===== src/rtl/cpu15_pkg.sv =====
// Shared phase encoding and clock-enable bit positions for the 15-bit CPU sequencer,
// also consumed by debug/trace logic.
package cpu15_pkg;

    typedef enum logic [2:0] {
        PH_IDLE   = 3'd0,
        PH_FETCH  = 3'd1,
        PH_DECODE = 3'd2,
        PH_EXEC   = 3'd3,
        PH_WBACK  = 3'd4,
        PH_HALT   = 3'd5
    } phase_e;

    localparam int CE_W      = 4;
    localparam int CE_FT_BIT = 0;
    localparam int CE_DC_BIT = 1;
    localparam int CE_EX_BIT = 2;
    localparam int CE_WB_BIT = 3;

    // One-hot stage enable for a phase; IDLE, HALT and illegal codes enable nothing.
    function automatic logic [CE_W-1:0] ce_of(input phase_e ph);
        logic [CE_W-1:0] ce;
        ce = '0;
        case (ph)
            PH_FETCH:  ce[CE_FT_BIT] = 1'b1;
            PH_DECODE: ce[CE_DC_BIT] = 1'b1;
            PH_EXEC:   ce[CE_EX_BIT] = 1'b1;
            PH_WBACK:  ce[CE_WB_BIT] = 1'b1;
            default:   ce = '0;
        endcase
        return ce;
    endfunction

endpackage


===== src/rtl/cpu15_ex_timer.sv =====
// Counts busy cycles spent in EXEC; expire flags the last cycle allowed before error-halt.
module cpu15_ex_timer
    import cpu15_pkg::*;
#(
    parameter int unsigned EX_TIMEOUT = 16
) (
    input  logic CLK,
    input  logic N_RST,
    input  logic clr,
    input  logic en,
    output logic expire
);

    logic [7:0] busy_cnt;

    always_ff @(posedge CLK or negedge N_RST) begin
        if (!N_RST) begin
            busy_cnt <= '0;
        end else if (clr) begin
            busy_cnt <= '0;
        end else if (en && !expire) begin
            busy_cnt <= busy_cnt + 8'd1;
        end
    end

    assign expire = (busy_cnt == 8'(EX_TIMEOUT - 1));

endmodule


===== src/rtl/cpu15_phase_ctl.sv =====
// Instruction-phase sequencer: one-hot stage enables, run/stop, HALT, EXEC stall timeout.
// Optional single-step input STEP when CPU15_SINGLE_STEP_EN is defined.
module cpu15_phase_ctl
    import cpu15_pkg::*;
#(
    parameter int unsigned EX_TIMEOUT = 16,
    parameter int unsigned CNT_W      = 16
) (
    input  logic             CLK,
    input  logic             N_RST,
    input  logic             RUN,
    input  logic             CLR,
    input  logic             HALT_REQ,
    input  logic             EX_BUSY,
`ifdef CPU15_SINGLE_STEP_EN
    input  logic             STEP,
`endif
    output logic             CE_FT,
    output logic             CE_DC,
    output logic             CE_EX,
    output logic             CE_WB,
    output logic [2:0]       PHASE,
    output logic             HALTED,
    output logic             ERR,
    output logic [CNT_W-1:0] INSTR_CNT
);

    phase_e            state_q, state_d;
    logic [CE_W-1:0]   ce_q;
    logic              halted_q;
    logic              err_q;
    logic              err_set;
    logic [CNT_W-1:0]  cnt_q;
    logic              step_rise;
    logic              tmr_clr, tmr_en, tmr_expire;

`ifdef CPU15_SINGLE_STEP_EN
    logic step_q;

    always_ff @(posedge CLK or negedge N_RST) begin
        if (!N_RST) begin
            step_q <= 1'b0;
        end else begin
            step_q <= STEP;
        end
    end

    assign step_rise = STEP & ~step_q;
`else
    assign step_rise = 1'b0;
`endif

    // Timer is held clear outside EXEC, so each instruction's stall budget starts fresh.
    assign tmr_clr = (state_q != PH_EXEC);
    assign tmr_en  = (state_q == PH_EXEC) && EX_BUSY;

    cpu15_ex_timer #(
        .EX_TIMEOUT(EX_TIMEOUT)
    ) u_ex_timer (
        .CLK   (CLK),
        .N_RST (N_RST),
        .clr   (tmr_clr),
        .en    (tmr_en),
        .expire(tmr_expire)
    );

    always_comb begin
        state_d = state_q;
        err_set = 1'b0;
        case (state_q)
            PH_IDLE:   if (RUN || step_rise) state_d = PH_FETCH;
            PH_FETCH:  state_d = PH_DECODE;
            PH_DECODE: state_d = PH_EXEC;
            PH_EXEC: begin
                if (!EX_BUSY) begin
                    state_d = PH_WBACK;
                end else if (tmr_expire) begin
                    state_d = PH_HALT;
                    err_set = 1'b1;
                end
            end
            PH_WBACK: begin
                if (HALT_REQ)  state_d = PH_HALT;
                else if (RUN)  state_d = PH_FETCH;
                else           state_d = PH_IDLE;
            end
            PH_HALT:   state_d = PH_HALT;
            default:   state_d = PH_IDLE;
        endcase
        if (CLR) begin
            state_d = PH_IDLE;
            err_set = 1'b0;
        end
    end

    // Enables and HALTED are registered from the next state so they track state_q exactly.
    always_ff @(posedge CLK or negedge N_RST) begin
        if (!N_RST) begin
            state_q  <= PH_IDLE;
            ce_q     <= '0;
            halted_q <= 1'b0;
            err_q    <= 1'b0;
            cnt_q    <= '0;
        end else begin
            state_q  <= state_d;
            ce_q     <= ce_of(state_d);
            halted_q <= (state_d == PH_HALT);
            err_q    <= CLR ? 1'b0 : (err_q | err_set);
            if (state_q == PH_WBACK) begin
                cnt_q <= cnt_q + CNT_W'(1);
            end
        end
    end

    assign CE_FT     = ce_q[CE_FT_BIT];
    assign CE_DC     = ce_q[CE_DC_BIT];
    assign CE_EX     = ce_q[CE_EX_BIT];
    assign CE_WB     = ce_q[CE_WB_BIT];
    assign PHASE     = state_q;
    assign HALTED    = halted_q;
    assign ERR       = err_q;
    assign INSTR_CNT = cnt_q;

endmodule


===== config.mk =====
export PLATFORM = sky130hd
export DESIGN_NAME = cpu15_phase_ctl
export DESIGN_NICKNAME = d
export VERILOG_FILES = /design/src/rtl/cpu15_pkg.sv /design/src/rtl/cpu15_ex_timer.sv /design/src/rtl/cpu15_phase_ctl.sv
export SDC_FILE = /design/constraint.sdc
export NUM_CORES = 1
export LEC_CHECK = 0
export BUFFER_PORTS_ARGS = -buffer_cell sky130_fd_sc_hd__buf_2
export CAP_MARGIN = 20
export CORE_MARGIN = 2
export CORE_UTILIZATION = 43
export CTS_BUF_LIST = sky130_fd_sc_hd__clkbuf_16
export DETAILED_ROUTE_END_ITERATION = 8
export MAX_ROUTING_LAYER = met4
export PLACE_DENSITY_LB_ADDON = 0.25
export SETUP_SLACK_MARGIN = 0.15
export SLEW_MARGIN = 15
export SYNTH_ARGS = -nofsm -noshare
export SYNTH_HDL_FRONTEND = slang
export SYNTH_SLANG_ARGS = --single-unit

===== constraint.sdc =====
create_clock -name CLK -period 2.67 [get_ports CLK]
set_input_delay 0.1335 -clock CLK [delete_from_list [all_inputs] [get_ports CLK]]
set_output_delay 0.1335 -clock CLK [all_outputs]
set_load 0.005 [all_outputs]

==> impl_metrics.yaml, run 1 <==
routing:
  drtPass1Iterations: 4
  routed_wire_length_per_instance_um: 13.2
  vias_per_cell: 5.08
  drc: 0
  vias: 1107
  postRouteWirelength_um: 2880
  drt_iter0_markers: 60
  postRouteAntennaNets: 0
logic_synthesis:
  syn-num-nets: 146
  post_synth_xor_area_fraction_pct: 12.4
  compound_gate_portion_of_the_synthesized_area_pct: 7.59
  post_synthesis_adder_cell_area_fraction_pct: 1.61
  ys_top_cells_by_count: "33 x sky130_fd_sc_hd__dfrtp_1, 16 x sky130_fd_sc_hd__nor2_1, 13 x sky130_fd_sc_hd__xor2_1"
  synthFlopType: "sky130_fd_sc_hd__dfrtp_1"
  synthSimpleGateAreaFrac_pct: 20.4
  postSynth.asyncResetShare_pct: 100
  post_synth_instance_area_um2: 1550
  synth.mux.area_fraction_pct: 1.37
  synth_top_cell_area_share_pct: 53.3
  synthesis.instances: 138
  number_of_register_bits_inferred_by_synthesis: 33
  synth_warnings: 0
  synth_enable_flop_cells: 0
  yosysMostFrequentCell: "sky130_fd_sc_hd__dfrtp_1"
  syn_avg_cell_area_um2: 11.2
  synthTopCellsByArea: "sky130_fd_sc_hd__dfrtp_1 53%, sky130_fd_sc_hd__xor2_1 7.3%, sky130_fd_sc_hd__xnor2_1 5.1%, sky130_fd_sc_hd__nor2_1 3.9%, sky130_fd_sc_hd__nand3_1 2.6%"
  cell_type_contributing_the_most_total_cell_area_after_synthesis: "sky130_fd_sc_hd__dfrtp_1"
  post_synth_num_cell_types: 34
  ys_seq_area_share_pct: 53.3
  combinational_family_with_the_most_area_after_synthesis: "simple AND/OR/NAND/NOR gates"
floorplanning:
  rows: 21
  starting_utilization_of_the_core_area_pct: 45.7
  core_area_um2: 3390
  fp.dieW_um: 64.0
  ioPinCount: 31
  die-area_um2: 4100
  die_h_um: 64.0
layout:
  layout-drive-gt1-share_pct: 25.0
  antenna_diodes: 0
  multi_input_area_um2: 673
  layout.area.seq_um2: 826
  num-fill-cells: 319
  layout.nets: 180
  area_growth_pct: 20.5
  postLayoutCoreUtil_pct: 55.1
clocking:
  tritoncts.num_buffers: 5
  cts_resized: 0
  clock-root-buffer: "sky130_fd_sc_hd__clkbuf_16"
  cts.path.max_buffers: 2
  clkSlewWorstSetupHoldPaths_ns: 0.05
  tritoncts: "built"
  h-tree-depth: 2
  clock_sink_count: 33
  clock_latency_ns: 0.27
grt:
  first_global_vias: 1132
  globalRouteTotalUtil_pct: 16.7
  antenna_found_initial: 0
  gr-max-usage-layer: "met2"
  gr-usage-met3_pct: 4.58
  grt_pass1_wl_um: 5180
  grt_overflow: 0
  maximum_number_of_pins_on_one_net_before_global_route_repair: 34
  gr-usage-met1_pct: 21.0
  globalRouteMet2Util_pct: 24.7
timing:
  setup_repair_after_global_routing_missed_its_margin: "false"
  postLayoutSetupSlackWorst_ns: 0.968
  worst_slew_margin_rel_pct: 51.8
  pins_over_their_slew_limit: 0
  fin_skew_ns: 0.00439
  setup_viol: 0
  worst_hold_margin_ns: 0.0695
  period_minus_slack_ns: 1.70
  setup-tns-final_ns: 0
  final_hold_vios: 0
  part_of_the_cycle_the_worst_path_needs_pct: 63.8
  timing_worst_slew_pin_value_ns: 0.723
  peak_clock_frequency_supported_by_timing_ghz: 0.587
setup_path:
  cp.arrival_ns: 1.86
  cp_max_fo: 12
  crit_path_kind: "reg2reg"
  slowest_delay_ns: 0.58
  setup.worst_path.start_class: "flip-flop"
  timing.critical_path.to_type: "flip-flop"
  critical_path.cell_chain: "nand2_1 > a211oi_1 > o21bai_1 > a311oi_1"
  critPathRequiredTime_ns: 2.83
  cp_slowest_cell: "sky130_fd_sc_hd__dfrtp_1"
pwr:
  p_per_area_nw_per_um2: 616
  ir_worst_vdd_mv: 0.262
  leakage_uw: 0.000954
outcome:
  run_status: "finished clean"
placement:
  hpwlAfterDp_um: 1980
  portBuffers: 30
  detailedPlace.worstSlack_ns: 0.993
  place_congestion: 0.802
run:
  max_cap_viol_count: 0
worst_hold_path:
  worstHoldPathType: "in2reg"
critical path, delay by kind of cell, from the launching register on:
family,cells,cell delay [ns]
flip-flops,1,0.58
AND/OR/NAND/NOR,1,0.09
AO/OA/AOI/OAI,3,0.92
metal layers:
layer | wire length, um | vias up | part of all wire [%]
met5 | 0 | - | 0
met3 | 122 | 7 | 4.2
met2 | 1380 | 24 | 48
met1 | 1310 | 527 | 45
li1 | - | 549 | -
met4 | 70 | 0 | 2.4
report_power, final:
group | leakage (uW) | internal, uW | switching [uW]
Sequential | 0.000455 | 521 | 26.0
Combinational | 0.000430 | 38.2 | 44.6
Clock | 0.0000685 | 332 | 189
Total | 0.000954 | 892 | 260
final cells by class:
| class | instances | area share (%) |
|---|---|---|
| Multi-Input combinational cell | 96 | 36.0 |
| Timing Repair Buffer | 31 | 8.57 |
| Clock inverter | 2 | 0.402 |
| Tap cell | 46 | 3.08 |
| Inverter | 5 | 1.00 |
| Sequential cell | 33 | 44.2 |
| Clock buffer | 5 | 6.70 |
registers in the layout, indices dropped and copies added (netlist names):
name                 cells
HALTED                   1
ERR                      1
PHASE                    3
u_ex_timer.busy_cnt      8
INSTR_CNT               16
ce_q                     4
path summary, 6_finish.rpt:
kind                                      startpoint                   endpoint  slack, ns  cells past startpoint
max reg2reg                       PHASE[1]$_DFF_PN0_          ce_q[2]$_DFF_PN0_       0.97                      4
min in group asynchronous                      N_RST         PHASE[2]$_DFF_PN0_       0.45                      2
min reg2reg                INSTR_CNT[15]$_DFFE_PN0N_  INSTR_CNT[15]$_DFFE_PN0N_       0.47                      1
min                                              CLR              ERR$_DFF_PN0_       0.07                      2
max in group asynchronous                      N_RST  INSTR_CNT[15]$_DFFE_PN0N_       1.76                      2
max                               PHASE[1]$_DFF_PN0_          ce_q[2]$_DFF_PN0_       0.97                      4
through the flow:
stage,cell area (um2),total power [uW],instances
floorplan,1550,595,138
global placement,1730,632,210
detailed placement,1730,636,210
CTS,1870,1170,218
global route,1870,1200,218
finish,1870,1150,218
placed cells by master (no fill, tap or decap), types with 5 or more instances in the layout:
cell                        count
sky130_fd_sc_hd__inv_1          6
sky130_fd_sc_hd__buf_2         30
sky130_fd_sc_hd__xnor2_1        9
sky130_fd_sc_hd__xor2_1        13
sky130_fd_sc_hd__clkbuf_16      5
sky130_fd_sc_hd__nor2_1        16
sky130_fd_sc_hd__dfrtp_1       33
sky130_fd_sc_hd__nand2_1        5
sky130_fd_sc_hd__nor3_1         5
sky130_fd_sc_hd__nand3_1        8
repair_timing:
| action | CTS | global route |
|---|---|---|
| hold buffers | 1 | 0 |
| setup buffers | 0 | 0 |
| endpoints found under the hold margin | 33 | 0 |
cells by family after synthesis:
group                      count (synthesis)
adders and majority gates                  2
xor gates and xnor gates                  22
muxes                                      2
and+or+nand+nor                           56
buffers and inverters                      9
AOI/OAI and AO/OA                         14
DFF                                       33
Power figures use the tool's default switching activity.
==> run 2: changes to the inputs <==
Settings changed: ABC_AREA set to 1.
Clock period 2.67 ns to 1.5 ns, I/O delays scaled along.
==> impl_metrics.yaml, run 2 <==
logic_synthesis:
  post_synth_instance_area_um2: 1720
  postSynth.asyncResetShare_pct: 100
  synth_warnings: 0
  synthFlopType: "sky130_fd_sc_hd__dfrtp_1"
  synthesis.instances: 211
  synth_enable_flop_cells: 0
  yosysMostFrequentCell: "sky130_fd_sc_hd__nand2_1"
  syn-num-nets: 219
  number_of_register_bits_inferred_by_synthesis: 33
  cell_type_contributing_the_most_total_cell_area_after_synthesis: "sky130_fd_sc_hd__dfrtp_1"
  ys_seq_area_share_pct: 48.0
  synthTopCellsByArea: "sky130_fd_sc_hd__dfrtp_1 48%, sky130_fd_sc_hd__nand2_1 13%, sky130_fd_sc_hd__inv_1 6.3%, sky130_fd_sc_hd__nor2_1 6.1%, sky130_fd_sc_hd__nand3_1 4.9%"
  post_synth_num_cell_types: 25
  ys_top_cells_by_count: "58 x sky130_fd_sc_hd__nand2_1, 33 x sky130_fd_sc_hd__dfrtp_1, 29 x sky130_fd_sc_hd__inv_1"
  synth_top_cell_area_share_pct: 48.0
  syn_avg_cell_area_um2: 8.15
pwr:
  post-layout-total-power_uw: 2460
  leakage_uw: 0.00125
  ir_worst_vdd_mv: 0.752
  p_per_area_nw_per_um2: 1030
grt:
  antenna_found_initial: 0
  grt_overflow: 0
  globalRouteTotalUtil_pct: 20.1
  grt_pass1_wl_um: 6470
  maximum_number_of_pins_on_one_net_before_global_route_repair: 34
  first_global_vias: 1489
placement:
  hpwlAfterDp_um: 2600
  portBuffers: 30
  place_congestion: 0.920
layout:
  antenna_diodes: 0
  area_growth_pct: 38.4
  final_cell_mix: "51 x sky130_fd_sc_hd__nand2_1, 30 x sky130_fd_sc_hd__buf_2, 29 x sky130_fd_sc_hd__dfrtp_1"
  layout-drive-gt1-share_pct: 36.5
  num-fill-cells: 311
  final_common_cell: "sky130_fd_sc_hd__nand2_1"
  layout.nets: 278
  postLayoutCoreUtil_pct: 63.5
  largest_register_ffs: 16
routing:
  postRouteAntennaNets: 0
  drtPass1Iterations: 4
  drt_iter0_markers: 77
  vias: 1558
  routed_wire_length_per_instance_um: 13.2
  vias_per_cell: 4.88
  postRouteWirelength_um: 4200
  drc: 0
worst_hold_path:
  worstHoldPathType: "in2reg"
  worst_min_delay_path_startpoint: "CLR"
timing:
  part_of_the_cycle_the_worst_path_needs_pct: 93.3
  setup_repair_after_global_routing_missed_its_margin: "true"
  setup_viol: 0
  period_minus_slack_ns: 1.40
  peak_clock_frequency_supported_by_timing_ghz: 0.715
  pins_over_their_slew_limit: 0
  timing_worst_slew_pin_value_ns: 0.411
  worst_slew_margin_rel_pct: 72.6
  setup-tns-final_ns: 0
  fin_skew_ns: 0.00403
  final_hold_vios: 0
setup_path:
  cp.arrival_ns: 1.61
  cp_max_fo: 4
  crit_path_kind: "reg2reg"
  critPathRequiredTime_ns: 1.71
  timing.critical_path.to_type: "flip-flop"
  critPathLaunch: "u_ex_timer.busy_cnt[1]$_DFFE_PN0P_"
  setup.worst_path.start_class: "flip-flop"
  r2r-start: "u_ex_timer.busy_cnt[1]$_DFFE_PN0P_"
clocking:
  tritoncts.num_buffers: 5
  clock_sink_count: 33
  clock-root-buffer: "sky130_fd_sc_hd__clkbuf_16"
  tritoncts: "built"
  clkSlewWorstSetupHoldPaths_ns: 0.05
  h-tree-depth: 2
  cts.path.max_buffers: 2
  clock_latency_ns: 0.28
floorplanning:
  rows: 22
  fp.dieW_um: 67.2
  starting_utilization_of_the_core_area_pct: 45.9
  core_area_um2: 3740
  die-area_um2: 4520
  die_h_um: 67.2
  ioPinCount: 31
outcome:
  run_status: "finished clean"
run:
  max_cap_viol_count: 0
## run 2: layout make-up
class / count / area [um2] / share of cell area [%]
Inverter: 29 / 109 / 4.58
Clock buffer: 5 / 125 / 5.26
Multi-Input combinational cell: 148 / 887 / 37.3
Tap cell: 48 / 60.1 / 2.52
Timing Repair Buffer: 53 / 329 / 13.8
Clock inverter: 3 / 37.5 / 1.58
Sequential cell: 33 / 831 / 34.9
## run 2: final timing paths
check | to | slack (ns) | cells after the start
max in group asynchronous | PHASE[1]$_DFF_PN0_ | 0.83 | 3
min in group asynchronous | u_ex_timer.busy_cnt[7]$_DFFE_PN0P_ | 0.35 | 3
min reg2reg | ERR$_DFF_PN0_ | 0.52 | 2
max reg2reg | ce_q[0]$_DFF_PN0_ | 0.10 | 7
min | ERR$_DFF_PN0_ | 0.03 | 2
max | ce_q[0]$_DFF_PN0_ | 0.10 | 7
## run 2: per-stage QoR
stage	instances	instance area [um2]	hold slack, ns	setup slack (ns)
after floorplan	211	1720	-0.221	0.181
after global placement	295	1970	0.122	0.0665
after detailed placement	295	1970	0.126	0.0537
after CTS	309	2220	0.0151	0.150
after global routing	319	2380	0.0319	0.0607
final	319	2380	0.0253	0.100
## run 2: what timing repair did
| action | CTS | global route |
|---|---|---|
| endpoints found under the hold margin | 33 | 0 |
| setup buffers | 5 | 10 |
| pin swaps | 3 | 13 |
| endpoints found under the setup margin | 18 | 21 |
| hold buffers | 1 | 0 |
| gates resized for setup | 9 | 27 |
## run 2: critical path, cell delays in order (launching register included)
cell	delay [ns]
sky130_fd_sc_hd__dfrtp_1	0.43
sky130_fd_sc_hd__ha_4	0.20
sky130_fd_sc_hd__nand3_4	0.10
sky130_fd_sc_hd__o21ai_4	0.08
sky130_fd_sc_hd__buf_4	0.15
sky130_fd_sc_hd__a21oi_1	0.20
sky130_fd_sc_hd__nand2_2	0.08
sky130_fd_sc_hd__nor2_1	0.10
## run 2: metal layers
layer / track usage, % / share of wire (%)
met1: 22.2 / 43
met2: 33.9 / 50
met3: 5.00 / 4.5
met5: - / 0
met4: 9.44 / 2.2
## run 2: kinds of logic (layout without fill, tap and decap cells)
family                     after synthesis  after routing  synth area share (%)
adders and majority gates                2              2                  1.46
DFF                                     33             33                  48.0
xor gates and xnor gates                10             10                  5.09
AOI/OAI and AO/OA                       13             13                  4.29
buffers and inverters                   30             90                  7.13
and+or+nand+nor                        123            123                  34.0
## run 2: power by group
group	leakage (uW)	total [uW]	switching (uW)	internal [uW]
registers	0.000449	980	40.1	940
logic	0.000717	336	180	156
clock network	0.0000826	1140	368	771
==> run 3: changes to the inputs <==
Settings changed: ABC_AREA 1 to not set.
==> impl_metrics.yaml, run 3 (synthesis results as in run 1) <==
outcome:
  run_status: "finished, violations left"
  violations: "negative setup slack"
placement:
  placement.cell_area_um2: 1900
  portBuffers: 30
  place_congestion: 0.820
  hpwlAfterDp_um: 2360
  detailedPlace.worstSlack_ns: -0.0887
  numPlacedInstances: 231
setup_path:
  timing.critical_path.to_type: "flip-flop"
  critPathLaunch: "u_ex_timer.busy_cnt[5]$_DFFE_PN0P_"
  critPathRequiredTime_ns: 1.66
  reg2reg_depth: 4
  worst_r2r_endpoint: "ce_q[1]$_DFF_PN0_"
  crit_path_kind: "reg2reg"
  setup.worst_path.start_class: "flip-flop"
  cp.arrival_ns: 1.78
  regToRegSetupSlack_ns: -0.12
  r2r-start: "u_ex_timer.busy_cnt[5]$_DFFE_PN0P_"
  cp_max_fo: 6
timing:
  timing_worst_slew_pin_value_ns: 0.714
  pins_over_their_slew_limit: 0
  worst_slew_margin_rel_pct: 52.4
  fin_skew_ns: 0.00440
  final_hold_vios: 0
  part_of_the_cycle_the_worst_path_needs_pct: 108
  setup_viol: 11
  postLayoutSetupSlackWorst_ns: -0.117
  setup_repair_after_global_routing_missed_its_margin: "true"
  peak_clock_frequency_supported_by_timing_ghz: 0.618
  period_minus_slack_ns: 1.62
  setup-tns-final_ns: -0.581
layout:
  final_common_cell: "sky130_fd_sc_hd__dfrtp_1"
  postLayoutCoreUtil_pct: 65.6
  area_growth_pct: 43.3
  final_cell_mix: "32 x sky130_fd_sc_hd__dfrtp_1, 30 x sky130_fd_sc_hd__buf_2, 26 x sky130_fd_sc_hd__buf_4"
  final_non_filler_cell_total: 248
  num-fill-cells: 272
  antenna_diodes: 0
  layout.nets: 209
  finalInstanceArea_um2: 2220
  largest_register_ffs: 16
  layout-drive-gt1-share_pct: 46.0
pwr:
  power_frac_comb_pct: 12.8
  clkPwrFrac_pct: 44.1
  switching_share_pct: 23.8
  ir_worst_vdd_mv: 0.807
  share_of_total_power_in_sequential_cells_pct: 43.1
  power.internal_uw: 1690
  power.net_switching_uw: 527
  leakage_uw: 0.00114
  p_per_area_nw_per_um2: 996
clocking:
  tritoncts.num_buffers: 5
  cts.path.max_buffers: 2
  h-tree-depth: 2
  tritoncts: "built"
  clock_sink_count: 33
  clkSlewWorstSetupHoldPaths_ns: 0.05
  clock-root-buffer: "sky130_fd_sc_hd__clkbuf_16"
  clock_latency_ns: 0.28
floorplanning:
  rows: 21
  die-area_um2: 4100
  ioPinCount: 31
  die_h_um: 64.0
  core_area_um2: 3390
  starting_utilization_of_the_core_area_pct: 45.7
  fp.dieW_um: 64.0
worst_hold_path:
  worst_min_delay_path_startpoint: "EX_BUSY"
  min_to: "ce_q[3]$_DFF_PN0_"
  worstHoldPathType: "in2reg"
  timing.hold.worst_path_depth: 4
grt:
  gr-usage-met1_pct: 21.9
  first_global_vias: 1207
  gr-usage-met3_pct: 4.93
  gr-max-usage-layer: "met2"
  globalRouteMet2Util_pct: 28.5
  antenna_found_initial: 0
  grt_overflow: 0
  maximum_number_of_pins_on_one_net_before_global_route_repair: 34
  globalRouteTotalUtil_pct: 17.8
  grt_pass1_wl_um: 5500
routing:
  vias_per_cell: 5.09
  postRouteWirelength_um: 3540
  drtPass1Iterations: 4
  drt_iter0_markers: 74
  routed_wire_length_per_instance_um: 14.3
  postRouteAntennaNets: 0
  vias: 1263
  drc: 0
run:
  max_cap_viol_count: 0
-- run 3: changes by cell type in the layout (fill, tap and decap cells not counted), sizes merged, moves of 6 or more --
| cell | change |
|---|---|
| nor2 | -20 |
| xnor2 | +6 |
| xor2 | +6 |
| nand3 | -10 |
| nand2 | -57 |
| buf | +6 |
| inv | -25 |
-- run 3: cell type report --
type                    instances  area (um2)  area share, %
clock inverters                 3        17.5          0.788
well taps                      46        57.6           2.59
multi-input cells              96         788           35.5
inverters                       5        18.8          0.845
flip-flops and latches         33         827           37.2
repair buffers                 60         388           17.5
clock buffers                   5         125           5.63
-- run 3: metrics by stage --
step	total power (uW)	hold WS (ns)
floorplan	1060	-0.221
CTS	2190	0.331
global route	2310	0.353
detailed placement	1200	0.182
finish	2210	0.337
global placement	1190	0.165
-- run 3: worst max path at each step --
stage                                      to  slack (ns)  cells past startpoint
floorplan                   ce_q[1]$_DFF_PN0_       -0.11                      5
global placement    INSTR_CNT[14]$_DFFE_PN0N_       -0.08                      4
detailed placement          ce_q[1]$_DFF_PN0_       -0.09                      4
CTS                         ce_q[1]$_DFF_PN0_       -0.11                      4
global route        INSTR_CNT[14]$_DFFE_PN0N_       -0.18                      5
finish                      ce_q[1]$_DFF_PN0_       -0.12                      4
-- run 3: layer usage --
metal | routed length (um) | vias to the layer above
met3 | 159 | 7
met4 | 51 | 0
li1 | - | 607
met5 | 0 | -
met2 | 1770 | 37
met1 | 1560 | 612
-- run 3: power groups by stage --
stage / registers [uW] / logic (uW) / clock network [uW]
2_1_floorplan: 976 / 88.6 / 0
3_3_place_gp: 966 / 220 / 0
3_5_place_dp: 969 / 230 / 0
4_1_cts: 953 / 235 / 1000
5_1_grt: 957 / 302 / 1050
6_report: 955 / 283 / 976
-- run 3: what timing repair did --
action,CTS,global route
gates resized for setup,1,25
hold endpoints to repair,34,0
pin swaps,3,15
buffers inserted,0,7
hold buffers,2,0
setup endpoints to repair,24,27
cloned,0,0
-- run 3: worst max-delay path, stage by stage (launching register included) --
cell	delay, ns
sky130_fd_sc_hd__dfrtp_1	0.38
sky130_fd_sc_hd__or4_4	0.60
sky130_fd_sc_hd__o21ai_4	0.24
sky130_fd_sc_hd__a31oi_4	0.12
sky130_fd_sc_hd__and2_1	0.16
